`config.mk`:
```
export PLATFORM = sky130hd
export DESIGN_NAME = deposito_rolhas
export DESIGN_NICKNAME = d
export VERILOG_FILES = /design/src/rtl/deposito_rolhas.sv
export SDC_FILE = /design/constraint.sdc
export NUM_CORES = 1
export LEC_CHECK = 0
export BUFFER_PORTS_ARGS = -buffer_cell sky130_fd_sc_hd__buf_2
export CAP_MARGIN = 20
export CORE_AREA = 2 2 39 41
export CTS_CLUSTER_DIAMETER = 200
export DETAILED_ROUTE_END_ITERATION = 6
export DIE_AREA = 0 0 41 43
export PLACE_DENSITY = 0.52
export SKIP_CTS_REPAIR_TIMING = 1
export SLEW_MARGIN = 15
export SYNTH_ARGS = -nofsm -noshare
export SYNTH_HDL_FRONTEND = slang
export SYNTH_SLANG_ARGS = --single-unit
```
`constraint.sdc`:
```
create_clock -name clk -period 2.6 [get_ports clk]
set_input_delay 0.26 -clock clk [delete_from_list [all_inputs] [get_ports clk]]
set_output_delay 0.26 -clock clk [all_outputs]
set_load 0.02 [all_outputs]
```
`src/rtl/deposito_rolhas.sv`:
```
// Cork magazine controller: tracks cork stock, requests refills, flags dispenser failure and underflow.
// Latency: all outputs are registered-state decodes; req follows a threshold crossing by one edge.
// Backpressure: req/ack handshake to the dispenser; ack only counts while req is high and the magazine is not full.
// Optional: define DEPOSITO_TIMEOUT_EN to build the refill timer and the FALHA (dispenser failure) state.
module deposito_rolhas #(
  parameter int CAP     = 15,
  parameter int LOW     = 5,
  parameter int W       = 4,
  parameter int TIMEOUT = 8
) (
  input  logic         clk,
  input  logic         reset,
  input  logic         ve,
  input  logic         ack,
  output logic         rolha,
  output logic         vazio,
  output logic         req,
  output logic         alarme,
  output logic         erro,
  output logic [W-1:0] cont
);

  localparam logic [1:0] IDLE   = 2'd0;
  localparam logic [1:0] REFILL = 2'd1;
  localparam logic [1:0] FALHA  = 2'd2;

  localparam logic [W-1:0] CAP_W = W'(CAP);
  localparam logic [W-1:0] LOW_W = W'(LOW);

  logic [1:0]   state;
  logic [1:0]   state_nxt;
  logic [W-1:0] cont_nxt;
  logic         inc;
  logic         dec;
  logic         full;
  logic         timeout_hit;

  assign full = (cont == CAP_W);
  assign inc  = ack & req & ~full;
  assign dec  = ve & (cont != '0);

`ifdef DEPOSITO_TIMEOUT_EN
  localparam int TW = $clog2(TIMEOUT + 1);
  localparam logic [TW-1:0] TLAST = TW'(TIMEOUT - 1);

  logic [TW-1:0] timer;

  assign timeout_hit = (timer == TLAST) && !ack;

  // Count ack-less REFILL cycles; zero everywhere else so each REFILL entry starts fresh
  always_ff @(posedge clk or negedge reset) begin
    if (!reset) begin
      timer <= '0;
    end else if (state == REFILL && !full && !timeout_hit && !ack) begin
      timer <= timer + 1'b1;
    end else begin
      timer <= '0;
    end
  end

  assign alarme = (state == FALHA);
`else
  // Without the timer REFILL simply waits for acks forever
  assign timeout_hit = 1'b0;
  assign alarme      = 1'b0;
`endif

  // Net count change: a simultaneous valid ack and ve cancel out
  always_comb begin
    cont_nxt = cont;
    if (inc && !dec) begin
      cont_nxt = cont + 1'b1;
    end else if (dec && !inc) begin
      cont_nxt = cont - 1'b1;
    end
  end

  // Refill state machine, decided on the registered count
  always_comb begin
    state_nxt = state;
    case (state)
      IDLE:    if (cont <= LOW_W) state_nxt = REFILL;
      REFILL: begin
        if (full) begin
          state_nxt = IDLE;
        end else if (timeout_hit) begin
          state_nxt = FALHA;
        end
      end
      FALHA:   if (ack) state_nxt = REFILL;
      default: state_nxt = IDLE;
    endcase
  end

  // State, count and sticky underflow registers
  always_ff @(posedge clk or negedge reset) begin
    if (!reset) begin
      state <= IDLE;
      cont  <= '0;
      erro  <= 1'b0;
    end else begin
      state <= state_nxt;
      cont  <= cont_nxt;
      if (ve && cont == '0) begin
        erro <= 1'b1;
      end
    end
  end

  assign req   = (state != IDLE);
  assign rolha = (cont != '0);
  assign vazio = (cont == '0);

endmodule

```
Word-level counts from Yosys, hierarchy flattened
Cells that the tools add are included.
{"block": "op_classes", "bitwise_logic": 4, "add_sub_neg": 2, "muxes": 6, "n_reduce_logical": 11, "n_lt_le_gt_ge": 1, "eq_ne": 6}
{"operator": "$mux W4", "count": 2}
{"operator": "$mux W2", "count": 3}
{"operator": "$ne A2 B2 Y1 const B", "count": 3}
{"operator": "$pmux W2 S3", "count": 1}
{"operator": "$add A4 B1 Y4 const B", "count": 1}
{"operator": "$eq A4 B4 Y1 const B", "count": 1}
{"operator": "$le A4 B3 Y1 const B", "count": 1}
{"operator": "$logic_not A4 Y1", "count": 1}
{"operator": "$reduce_bool A2 Y1", "count": 2}
{"operator": "$reduce_bool A4 Y1", "count": 1}
{"operator": "$sub A4 B1 Y4 const B", "count": 1}
{"operator": "$and A1 B1 Y1", "count": 3}
{"operator": "$logic_and A1 B1 Y1", "count": 3}
{"operator": "$reduce_and A3 Y1", "count": 1}
{"operator": "$eq A2 B1 Y1 const B", "count": 1}
{"operator": "$eq A2 B2 Y1 const B", "count": 1}
{"operator": "$logic_not A1 Y1", "count": 2}
{"operator": "$logic_not A2 Y1", "count": 1}
{"operator": "$not A1 Y1", "count": 1}
{"block": "totals", "reg_bits": 7, "wordCells": 33, "out_inout_bits": 9}

Logic depth before layout (Yosys ltp)
{"block": "depth", "ltp_word": 7, "ltp_mapped": 8, "ltp_nobuf": 8}

Worst setup path after synthesis
OpenSTA, ideal clock, no wires.
{"block": "synth_timing", "path_type": "register to register", "startpoint": "register cont[0]", "endpoint": "register cont[3]", "t_required_ns": 2.469, "path_stages_with_launch": 9, "synth_period_minus_slack_ns": 2.650, "setup_time_ns": 0.131, "arrival_time_ns": 2.519, "slack_ns": -0.050, "n_path_buf": 0, "path_cell_list": "dfrtp_1 -> or4_4 -> nand2_1 -> ha_1 -> inv_1 -> ha_1 -> or4_1 -> o211ai_1 -> o211ai_1"}
{"block": "synth_between", "elab_cells_between_ends": 14, "cone_classes": "add/sub: 2; eq/ne: 1; mux: 2; bitwise: 3; reduce/logical: 6"}
{"element": "start, declared", "line": "20", "rtl": "output logic [W-1:0] cont"}
{"element": "start signal, assigned", "line": "103", "rtl": "cont <= cont_nxt;"}
{"element": "$reduce_bool A4 Y1 (*)"}
{"element": "named net rolha", "line": "15", "rtl": "output logic rolha,"}
{"element": "$and A1 B1 Y1 (*)", "line": "40", "rtl": "assign dec = ve & (cont != '0);"}
{"element": "$logic_not A1 Y1", "line": "71", "rtl": "if (inc && !dec) begin"}
{"element": "$logic_and A1 B1 Y1", "line": "71"}
{"element": "$mux W4 or $reduce_bool A2 Y1 (tied branches)"}
The timed path passes the listed nets; every way through them passes the cells marked *. The select of a mux whose other input is x is not followed.
A chain may end at the register's enable or synchronous reset.

Worst setup path after layout
{"block": "layout_timing", "startpoint": "register cont[0]", "endpoint": "register cont[3]"}
{"block": "layout_between", "elab_chain_len": 6, "elab_cells_between_ends": 14, "cone_classes": "add/sub: 2; eq/ne: 1; mux: 2; bitwise: 3; reduce/logical: 6"}
{"element": "parallel branches: the longest is 6 deep, another holds $sub A4 B1 Y4"}
Parallel ways; which one is timed is not known. The select of a mux whose other input is x is not followed.

==> results.ini <==
[worst_setup_path]
start_kind=flip-flop
rr_worst_depth=8
reg2reg_setup_slack_ns=0.14
r2r-end=cont[3]
worstPathRequired_ns=2.71
crit_arrival_ns=2.57
crit_type=reg2reg
timing.rr.start=cont[0]
end_kind=flip-flop
cp_max_fo=6

[timing]
fmax_ghz=0.406
hold_viol=0
final_max_slew_viol_count=0
hold_slack_ns=0.246
period_minus_slack_ns=2.46
grt_setup_unrepaired=false
finalClockSkew_ns=0.00375
fin_crit_sh=0.947
tns_ns=0
finalSetupViolCount=0

[global_routing]
grt_antenna_before_repair=0
gr-total-overflow=0
grt_pass1_vias=370
grt_max_degree=11
grt_usage=0.126
grt_pass1_wl_mm=1.47

[logic_synthesis]
synthCells=42
synthDominantCellAreaShare=0.366
synth_area_um2=410
synth_edf_count=0
async_flop_share=1.00
ys_warn_count=0
synthDistinctLibCells=25
synth_flop_cell=dfrtp_1
ys_seq_area_frac=0.366
yosys.area.top_type=dfrtp_1
avgSynthCellArea_um2=9.77
synth_nets=50
synth_area_leaders=dfrtp_1 37%, ha_1 9.1%, nand2_1 5.5%
synth_seq_cells=6

[final_layout]
antennaDiodeCount=0
fin_nets=70
fillers=141
drive_gt1_frac=0.410
syn_to_final_growth_pct=36.9

[placed_design]
port_buffers=11
dp_hpwl_um=685
place_congestion=0.713

[routing]
wirelength_um=862
vias=378
wire_per_inst_um=11.2
drt_iter0_markers=7
viasPerCell=4.91
drtPass1Iterations=4
ant_nets=0
drc=0

[floorplanning]
start_util=0.297
die_w_um=41
die_area_mm2=0.00176
io_pins=13
die_y_um=43
core.rowCount=14
core_mm2=0.00138

[pwr]
power_mw=0.814
ir_worst_vdd_v=0.000482
power_density_mw_per_mm2=1450
leakage_nw=0.257

[status]
status=completed

[worst_hold_path]
holdPathEnd=erro
hp-class=in2reg
whs_path_depth=2
hold_path_startpoint=ve

[job]
drv_cap=0

[cts]
cts_tree=done
clkTransAtPathRegs_ns=0.05
ctsLongestPathBuffers=2
clock_sinks=6
htreeDepth=1
clock-root-buffer=clkbuf_4
cts-buffers-inserted=3
clock_latency_ns=0.24

[cells in the final DEF, fill, tap and decap left out]
master / netlist / routed
ha_4: 0 / 1
dfrtp_2: 0 / 2
dlygate4sd3_1: 0 / 1
a32oi_1: 1 / 1
buf_4: 1 / 5
nor3_1: 1 / 1
o211ai_1: 2 / 2
a41oi_1: 1 / 1
inv_2: 1 / 1
or4_1: 1 / 1
nand3b_1: 1 / 1
buf_2: 1 / 11
clkbuf_1: 0 / 1
conb_1: 1 / 1
mux2i_1: 1 / 1
nand3_1: 2 / 2
dfrtp_1: 6 / 4
nand2_1: 6 / 6
clkbuf_4: 0 / 3
mux2_2: 1 / 1
xnor2_1: 2 / 2
a2111o_1: 1 / 1
a21oi_1: 2 / 2
o21ai_0: 1 / 1
ha_1: 3 / 2
or3_1: 1 / 1
or4_4: 1 / 1
inv_1: 2 / 2
fa_1: 1 / 1
a21o_1: 1 / 1
[power breakdown]
part	total [mW]	switching, mW	internal, mW
Sequential	0.169	0.0254	0.143
Clock	0.0919	0.0338	0.0581
Combinational	0.554	0.303	0.251
Total	0.814	0.362	0.452
[cell type report]
cell class                      count  area [um^2]  share of cell area
Timing Repair Buffer               17          103               0.183
Sequential cell                     6          153               0.272
Clock buffer                        4         26.3              0.0468
Tap cell                           16         20.0              0.0356
Inverter                            3         11.3              0.0200
Multi-Input combinational cell     31          249               0.443
[stage by stage]
step / util / instance area (um^2) / std cells / setup slack (ns)
floorplan: - / 415 / 42 / 0.00826
finish: 0.406 / 562 / 77 / 0.137
global placement: 0.373 / 515 / 72 / 0.121
CTS: 0.392 / 542 / 76 / 0.0874
detailed placement: 0.373 / 515 / 72 / 0.103
global route: 0.406 / 562 / 77 / 0.00463
[routing by layer]
metal	up-vias	global-route usage	part of all wire
li1	190	-	-
met1	173	0.154	0.45
met2	13	0.178	0.46
met3	2	0.0157	0.057
met4	0	0.120	0.022
met5	-	0	0
[flip-flops by register name, indices dropped and copies added (netlist names)]
signal / count
cont: 4
state: 1
erro: 1
[cells in the mapped netlist, drive strengths merged, types with 2 or more instances]
cell type / n
a21oi: 2
buf: 2
dfrtp: 6
ha: 3
inv: 3
nand2: 6
nand3: 2
o211ai: 2
or4: 2
xnor2: 2
[worst max-delay path, stage by stage (launching register included)]
cell	delay, ns
dfrtp_2	0.39
or4_4	0.55
nand2_1	0.12
ha_4	0.16
inv_1	0.06
ha_1	0.33
or4_1	0.48
o211ai_1	0.12
o211ai_1	0.11
[logic make-up (layout without fill, tap and decap cells)]
group / Yosys count / in the layout / share of synthesized area
compound gates: 9 / 9 / 0.162
xor+xnor: 2 / 2 / 0.0427
fa+ha+maj: 4 / 4 / 0.140
buf+inv: 5 / 24 / 0.0579
flops: 6 / 6 / 0.366
mux: 2 / 2 / 0.0518
other cells: 1 / 1 / 0.00914
simple gates: 13 / 13 / 0.171
[worst max-delay path by stage]
stage | slack, ns | cells after the start | end | start
2_1_floorplan | 0.008 | 8 | cont[3] | cont[0]
3_3_place_gp | 0.12 | 8 | cont[3] | cont[0]
3_5_place_dp | 0.10 | 8 | cont[3] | cont[0]
4_1_cts | 0.09 | 8 | cont[3] | cont[0]
5_1_grt | 0.005 | 8 | cont[3] | cont[0]
6_report | 0.14 | 8 | cont[3] | cont[0]
(Power assumes the default switching activity.)
